**src/rtl/pcie_req_scheduler.sv**
```systemverilog
// Round-robin request scheduler for a shared PCIe endpoint request port.
// Remaps MRd tags from a local pool and routes completions back to their issuers.
module pcie_req_scheduler #(
  parameter int NUM_REQ  = 4,
  parameter int NUM_TAGS = 8
) (
  input  logic                   PCIE_CLK,
  input  logic                   PCIE_RSTn,
  input  logic [NUM_REQ-1:0]     up_req_valid,
  output logic [NUM_REQ-1:0]     up_req_ready,
  input  logic [NUM_REQ*128-1:0] up_req_tlp,
  output logic                   req_valid,
  input  logic                   req_ready,
  output logic [127:0]           req_tlp,
  input  logic                   cpl_valid,
  output logic                   cpl_ready,
  input  logic [127:0]           cpl_tlp,
  output logic [NUM_REQ-1:0]     up_cpl_valid,
  input  logic [NUM_REQ-1:0]     up_cpl_ready,
  output logic [127:0]           up_cpl_tlp,
  output logic [4:0]             tags_outstanding,
  output logic                   err_unexp_cpl
);

  localparam logic [7:0] TYPE_MRD = 8'h01;

  logic [2:0]          rr_ptr_r;
  logic [NUM_TAGS-1:0] tag_alloc_r;
  logic [2:0]          tag_owner_r [NUM_TAGS];
  logic [7:0]          tag_orig_r  [NUM_TAGS];
  logic [4:0]          tag_cnt_r;

  logic                can_load_s;
  logic                free_any_s;
  logic [3:0]          free_tag_s;
  logic [NUM_REQ-1:0]  eligible_s;
  logic [NUM_REQ-1:0]  rot_s;
  logic                grant_found_s;
  logic [3:0]          grant_sum_s;
  logic [2:0]          grant_idx_s;
  logic [127:0]        grant_tlp_s;
  logic [127:0]        fwd_tlp_s;
  logic                grant_fire_s;
  logic                alloc_s;

  logic [7:0]          cpl_tag_s;
  logic                cpl_hit_s;
  logic [3:0]          cpl_idx_s;
  logic [2:0]          cpl_owner_s;
  logic [7:0]          cpl_orig_s;
  logic                cpl_free_s;
  logic                cpl_err_s;

  assign tags_outstanding = tag_cnt_r;

  // Arbitration: lowest free tag, eligibility, rotated priority search and TLP selection
  always_comb begin
    can_load_s = !req_valid || req_ready;

    free_any_s = 1'b0;
    free_tag_s = 4'd0;
    for (int t = NUM_TAGS - 1; t >= 0; t--) begin
      if (!tag_alloc_r[t]) begin
        free_any_s = 1'b1;
        free_tag_s = 4'(t);
      end else begin
        free_any_s = free_any_s;
      end
    end

    for (int i = 0; i < NUM_REQ; i++) begin
      eligible_s[i] = up_req_valid[i] &&
                      ((up_req_tlp[i*128+120 +: 8] != TYPE_MRD) || free_any_s);
    end

    // Rotate so bit 0 is the requester at the RR pointer
    rot_s = NUM_REQ'({eligible_s, eligible_s} >> rr_ptr_r);

    grant_found_s = 1'b0;
    grant_sum_s   = 4'd0;
    for (int k = NUM_REQ - 1; k >= 0; k--) begin
      if (rot_s[k]) begin
        grant_found_s = 1'b1;
        grant_sum_s   = {1'b0, rr_ptr_r} + 4'(k);
      end else begin
        grant_found_s = grant_found_s;
      end
    end
    if (grant_sum_s >= 4'(NUM_REQ)) begin
      grant_idx_s = 3'(grant_sum_s - 4'(NUM_REQ));
    end else begin
      grant_idx_s = 3'(grant_sum_s);
    end

    grant_tlp_s = 128'd0;
    for (int i = 0; i < NUM_REQ; i++) begin
      if (grant_idx_s == 3'(i)) begin
        grant_tlp_s = up_req_tlp[i*128 +: 128];
      end else begin
        grant_tlp_s = grant_tlp_s;
      end
    end

    fwd_tlp_s = grant_tlp_s;
    if (grant_tlp_s[127:120] == TYPE_MRD) begin
      fwd_tlp_s[79:72] = {4'd0, free_tag_s};
    end else begin
      fwd_tlp_s[79:72] = grant_tlp_s[79:72];
    end

    grant_fire_s = can_load_s && grant_found_s;
    alloc_s      = grant_fire_s && (grant_tlp_s[127:120] == TYPE_MRD);

    for (int i = 0; i < NUM_REQ; i++) begin
      up_req_ready[i] = grant_fire_s && (grant_idx_s == 3'(i));
    end
  end

  // Completion lookup and routing back to the owning requester
  always_comb begin
    cpl_tag_s   = cpl_tlp[79:72];
    cpl_hit_s   = 1'b0;
    cpl_idx_s   = 4'd0;
    cpl_owner_s = 3'd0;
    cpl_orig_s  = 8'd0;
    for (int t = 0; t < NUM_TAGS; t++) begin
      if ((cpl_tag_s == 8'(t)) && tag_alloc_r[t]) begin
        cpl_hit_s   = 1'b1;
        cpl_idx_s   = 4'(t);
        cpl_owner_s = tag_owner_r[t];
        cpl_orig_s  = tag_orig_r[t];
      end else begin
        cpl_hit_s = cpl_hit_s;
      end
    end

    up_cpl_tlp   = cpl_tlp;
    up_cpl_valid = '0;
    cpl_ready    = 1'b1;
    if (cpl_hit_s) begin
      up_cpl_tlp[79:72] = cpl_orig_s;
      for (int i = 0; i < NUM_REQ; i++) begin
        if (cpl_owner_s == 3'(i)) begin
          up_cpl_valid[i] = cpl_valid;
          cpl_ready       = up_cpl_ready[i];
        end else begin
          up_cpl_valid[i] = 1'b0;
        end
      end
    end else begin
      // Unknown tag: swallow it so the endpoint stream never stalls
      up_cpl_tlp[79:72] = cpl_tag_s;
    end

    cpl_free_s = cpl_valid && cpl_ready && cpl_hit_s;
    cpl_err_s  = cpl_valid && !cpl_hit_s;
  end

  // Output stage, RR pointer, tag table, outstanding counter and error pulse
  always_ff @(posedge PCIE_CLK or negedge PCIE_RSTn) begin
    if (!PCIE_RSTn) begin
      req_valid     <= 1'b0;
      req_tlp       <= 128'd0;
      rr_ptr_r      <= 3'd0;
      tag_alloc_r   <= '0;
      tag_cnt_r     <= 5'd0;
      err_unexp_cpl <= 1'b0;
      for (int t = 0; t < NUM_TAGS; t++) begin
        tag_owner_r[t] <= 3'd0;
        tag_orig_r[t]  <= 8'd0;
      end
    end else begin
      err_unexp_cpl <= cpl_err_s;

      if (can_load_s) begin
        req_valid <= grant_found_s;
        if (grant_found_s) begin
          req_tlp <= fwd_tlp_s;
        end else begin
          req_tlp <= req_tlp;
        end
      end else begin
        req_valid <= req_valid;
      end

      if (grant_fire_s) begin
        if (grant_idx_s == 3'(NUM_REQ - 1)) begin
          rr_ptr_r <= 3'd0;
        end else begin
          rr_ptr_r <= grant_idx_s + 3'd1;
        end
      end else begin
        rr_ptr_r <= rr_ptr_r;
      end

      // The allocated tag was free this cycle, so it never collides with the freed one
      for (int t = 0; t < NUM_TAGS; t++) begin
        if (alloc_s && (free_tag_s == 4'(t))) begin
          tag_alloc_r[t] <= 1'b1;
          tag_owner_r[t] <= grant_idx_s;
          tag_orig_r[t]  <= grant_tlp_s[79:72];
        end else if (cpl_free_s && (cpl_idx_s == 4'(t))) begin
          tag_alloc_r[t] <= 1'b0;
        end else begin
          tag_alloc_r[t] <= tag_alloc_r[t];
        end
      end

      case ({alloc_s, cpl_free_s})
        2'b10:   tag_cnt_r <= tag_cnt_r + 5'd1;
        2'b01:   tag_cnt_r <= tag_cnt_r - 5'd1;
        default: tag_cnt_r <= tag_cnt_r;
      endcase
    end
  end

endmodule

```
**config.mk**
```make
export PLATFORM = sky130hd
export DESIGN_NAME = pcie_req_scheduler
export DESIGN_NICKNAME = d
export VERILOG_FILES = /design/src/rtl/pcie_req_scheduler.sv
export SDC_FILE = /design/constraint.sdc
export NUM_CORES = 1
export LEC_CHECK = 0
export ABC_AREA = 1
export BUFFER_PORTS_ARGS = -buffer_cell sky130_fd_sc_hd__buf_2
export CORE_AREA = 2 2 357 359
export CTS_BUF_LIST = sky130_fd_sc_hd__clkbuf_4 sky130_fd_sc_hd__clkbuf_8 sky130_fd_sc_hd__clkbuf_16
export DETAILED_ROUTE_END_ITERATION = 8
export DIE_AREA = 0 0 359 361
export PLACE_DENSITY = 0.39
export SYNTH_ARGS = -nofsm -noshare
export SYNTH_HDL_FRONTEND = slang
export SYNTH_SLANG_ARGS = --single-unit
export TNS_END_PERCENT = 50
```
**constraint.sdc**
```tcl
create_clock -name PCIE_CLK -period 6.1 [get_ports PCIE_CLK]
set_input_delay 0.305 -clock PCIE_CLK [delete_from_list [all_inputs] [get_ports PCIE_CLK]]
set_output_delay 0.305 -clock PCIE_CLK [all_outputs]
set_load 0.01 [all_outputs]
```
==> impl_metrics.tcl <==
set metrics [dict create \
    period_minus_slack_ps 5200 \
    required_ps 6550 \
    powerDensity_nw_per_um2 723 \
    fillCellCount 14600 \
    drc 0 \
    initial_core_util 0.128 \
    ys_seq_elements 234 \
    crit_slowest_cell "ha_1" \
    end_kind "flop" \
    relSlewSlack 0.299 \
    root_buffer "clkbuf_16" \
    hpwl_mm 90.2 \
    via_per_inst 4.23 \
    first_iter_violations 1662 \
    crit_fanout 31 \
    power.internal_uw 6570 \
    seq_area_um2 5860 \
    final_layout_size_suffix_gt1_frac 0.285 \
    gr-total-overflow 0 \
    p_leak_uw 0.0106 \
    areaGrowthSynthToFinish_pct 35.9 \
    core_area_um2 125000 \
    routed_wl_mm 113 \
    cts_tree "built" \
    synthesis.instances 2377 \
    vdd_drop_max_mv 0.625 \
    port_buffers 683 \
    synth_warnings 0 \
    skew_ps 13.7 \
    switching_power_uw 9220 \
    cts_buffer_depth 3 \
    grt_max_degree 158 \
    hold_buffers 6 \
    htreeDepth 2 \
    finalSetupTns_ps 0 \
    hold_violations 0 \
    synth_area_um2 16100 \
    drv_slew 0 \
    finalSetupViolCount 0 \
    clk_latency_ps 580 \
    grt_use_total 0.169 \
    synth_area_per_cell_um2 6.76 \
    place_area_um2 20500 \
    rsz0062_at_grt "false" \
    cp.arrival_ps 5650 \
    outcome "finished, final reports clean" \
    cts_made_buffers 36 \
    die_area_um2 130000 \
    postCtsSetupRepairBufs 0 \
    die_h_um 361 \
    timing.final.crit_share 0.852 \
    seqPwrFrac 0.154 \
    max_freq_mhz 192 \
    pwr-share-comb 0.710 \
    ys_seq_area_frac 0.364 \
    clkPwrFrac 0.136 \
    critPathMaxStageDelay_ps 480 \
    cts.sinks 234 \
    die_x_um 359 \
    gp_congestion 0.887 \
    nets 3537 \
    critPathLaunchType "flop" \
    rows 130 \
    min_path_type "input port to flop" \
    multi_input_area_um2 7990 \
    design_area_um2 21800 \
    dr.pass1.iters 5 \
    wl_per_cell_um 24.7 \
    p_sw_frac 0.584 \
    ant_nets 0 \
    worst_slew_pin_slew_ps 1050 \
    synthDistinctLibCells 40 \
    ctsResizeCount 0 \
    grt_pass1_wl_mm 154 \
    drv_cap 0 \
    vias 19400 \
    syn-num-nets 3042 \
    cp_common_cell "nand2_1" \
    crit_type "flop to flop" \
    clkTransAtPathRegs_ps 60 \
    antenna_found_initial 93 \
    io_pins 924 \
    grt_pass1_vias 19200 \
    final_util 0.174 \
]
-- critical path, delay by kind of cell, from the launching register on --
family	cells	cell delay, ps
DFF	1	430
AOI/OAI and AO/OA	2	440
xor gates and xnor gates	1	130
and+or+nand+nor	23	2590
buffers and inverters	3	360
adders and majority gates	3	1100
-- final timing paths --
kind | start | endpoint | slack (ps) | cells past startpoint
setup / recovery | tag_alloc_r[3] | tags_outstanding[4] | 900 | 32
hold / removal | up_req_tlp[438] | req_tlp[54] | 60 | 3
setup reg to reg | tag_alloc_r[3] | tags_outstanding[4] | 900 | 32
hold reg to reg | tag_orig_r[3] | tag_orig_r[3] | 470 | 2
max in group asynchronous | PCIE_RSTn | req_tlp[23] | 4530 | 3
min in group asynchronous | PCIE_RSTn | req_tlp[79] | 300 | 2
-- sequential cells by signal (all words and copies together), names as in the netlist --
name              count
rr_ptr_r              3
tag_owner_r          24
req_tlp             128
req_valid             1
tag_alloc_r           8
err_unexp_cpl         1
tag_orig_r           64
tags_outstanding      5
-- synthesized netlist by cell type --
cell type    n  area share
o31ai_1      1     0.00047
buf_4      125       0.058
xnor2_1      2      0.0011
ha_1        12      0.0093
o21ai_0    216       0.067
inv_1      155       0.036
a21oi_1     20      0.0062
or2_2        2     0.00078
xor2_1       2      0.0011
a221oi_1    13      0.0071
nor2_4       2      0.0014
o221ai_1     6      0.0033
a21oi_2      1     0.00055
inv_2        5      0.0012
nand2_2      5      0.0019
nand2_4      3      0.0021
o211ai_1     6      0.0028
nand4_1     71       0.028
nor3_1       3     0.00093
nand2b_1     1     0.00039
nor2_1     297       0.069
nand2_1    609        0.14
clkinv_1     5      0.0012
nand3_1    226       0.070
nor4_1      11      0.0043
o21ai_1     49       0.015
a21oi_4      1      0.0010
a22o_1       5      0.0027
o2111ai_1    4      0.0022
a21boi_0     1     0.00047
buf_1       18      0.0042
nor4_2       1     0.00078
a31oi_1    113       0.044
clkbuf_1    99       0.023
fa_1         1      0.0012
a211oi_1     1     0.00047
buf_2       28      0.0087
dfrtp_1    234        0.36
buf_6       12      0.0084
nand3b_1    11      0.0051
-- per-layer routing --
| layer | up-vias | global-route usage | wire length, um |
|---|---|---|---|
| met5 | - | 0.00555 | 206 |
| met4 | 26 | 0.0701 | 3490 |
| met3 | 254 | 0.0619 | 12400 |
| met2 | 1053 | 0.262 | 51100 |
| met1 | 9233 | 0.210 | 46100 |
| li1 | 8821 | - | - |
-- stage by stage --
step	worst slack, ps	total power (uW)	std cells	hold slack, ps
floorplan	1350	9150	2377	9.41
global placement	830	13800	4478	353
detailed placement	898	13800	4478	351
CTS	864	16000	4547	4.65
global route	434	17200	4560	50.1
finish	903	15800	4585	58.7
-- layout make-up --
cell class              count  share of cell area
diodes                     38             0.00436
clock buffers              51              0.0497
clock inverters            12             0.00499
inverters                 165              0.0295
multi-input cells        1696               0.366
flip-flops and latches    234               0.268
well taps                1650              0.0946
repair buffers            739               0.183
-- placed cells by master, fill, tap and decap left out, types with 5 or more instances in the layout --
cell type,synthesis,routed
a21oi_1,20,19
o21ai_1,49,49
a22o_1,5,5
a221oi_1,13,13
nand3b_1,11,11
buf_4,125,40
clkbuf_4,0,7
inv_1,155,152
dfrtp_1,234,234
a31oi_1,113,113
ha_1,12,12
nor4_1,11,9
nor2_1,297,295
nand2_2,5,5
o221ai_1,6,6
o21ai_0,216,215
inv_6,0,5
clkinv_2,0,6
o211ai_1,6,6
nand3_1,226,226
clkbuf_16,0,38
dlygate4sd3_1,0,6
buf_2,28,682
clkbuf_8,0,6
buf_12,0,10
nand2_1,609,609
nand4_1,71,71
inv_2,5,5
diode_2,0,38
-- power groups by stage --
| stage | logic [uW] | clock network (uW) | registers (uW) |
|---|---|---|---|
| floorplan | 6550 | 0 | 2600 |
| global placement | 11300 | 0 | 2450 |
| detailed placement | 11300 | 0 | 2440 |
| CTS | 11300 | 2220 | 2430 |
| global route | 12400 | 2270 | 2500 |
| finish | 11200 | 2140 | 2430 |
-- kinds of logic after synthesis --
kind of cell / synth area share
AO/OA/AOI/OAI: 0.154
XOR/XNOR: 0.00218
adder cells (fa/ha/maj): 0.0106
buffers and inverters: 0.141
flip-flops: 0.364
AND/OR/NAND/NOR: 0.327
Note: power is estimated with default switching activity, not from simulation.
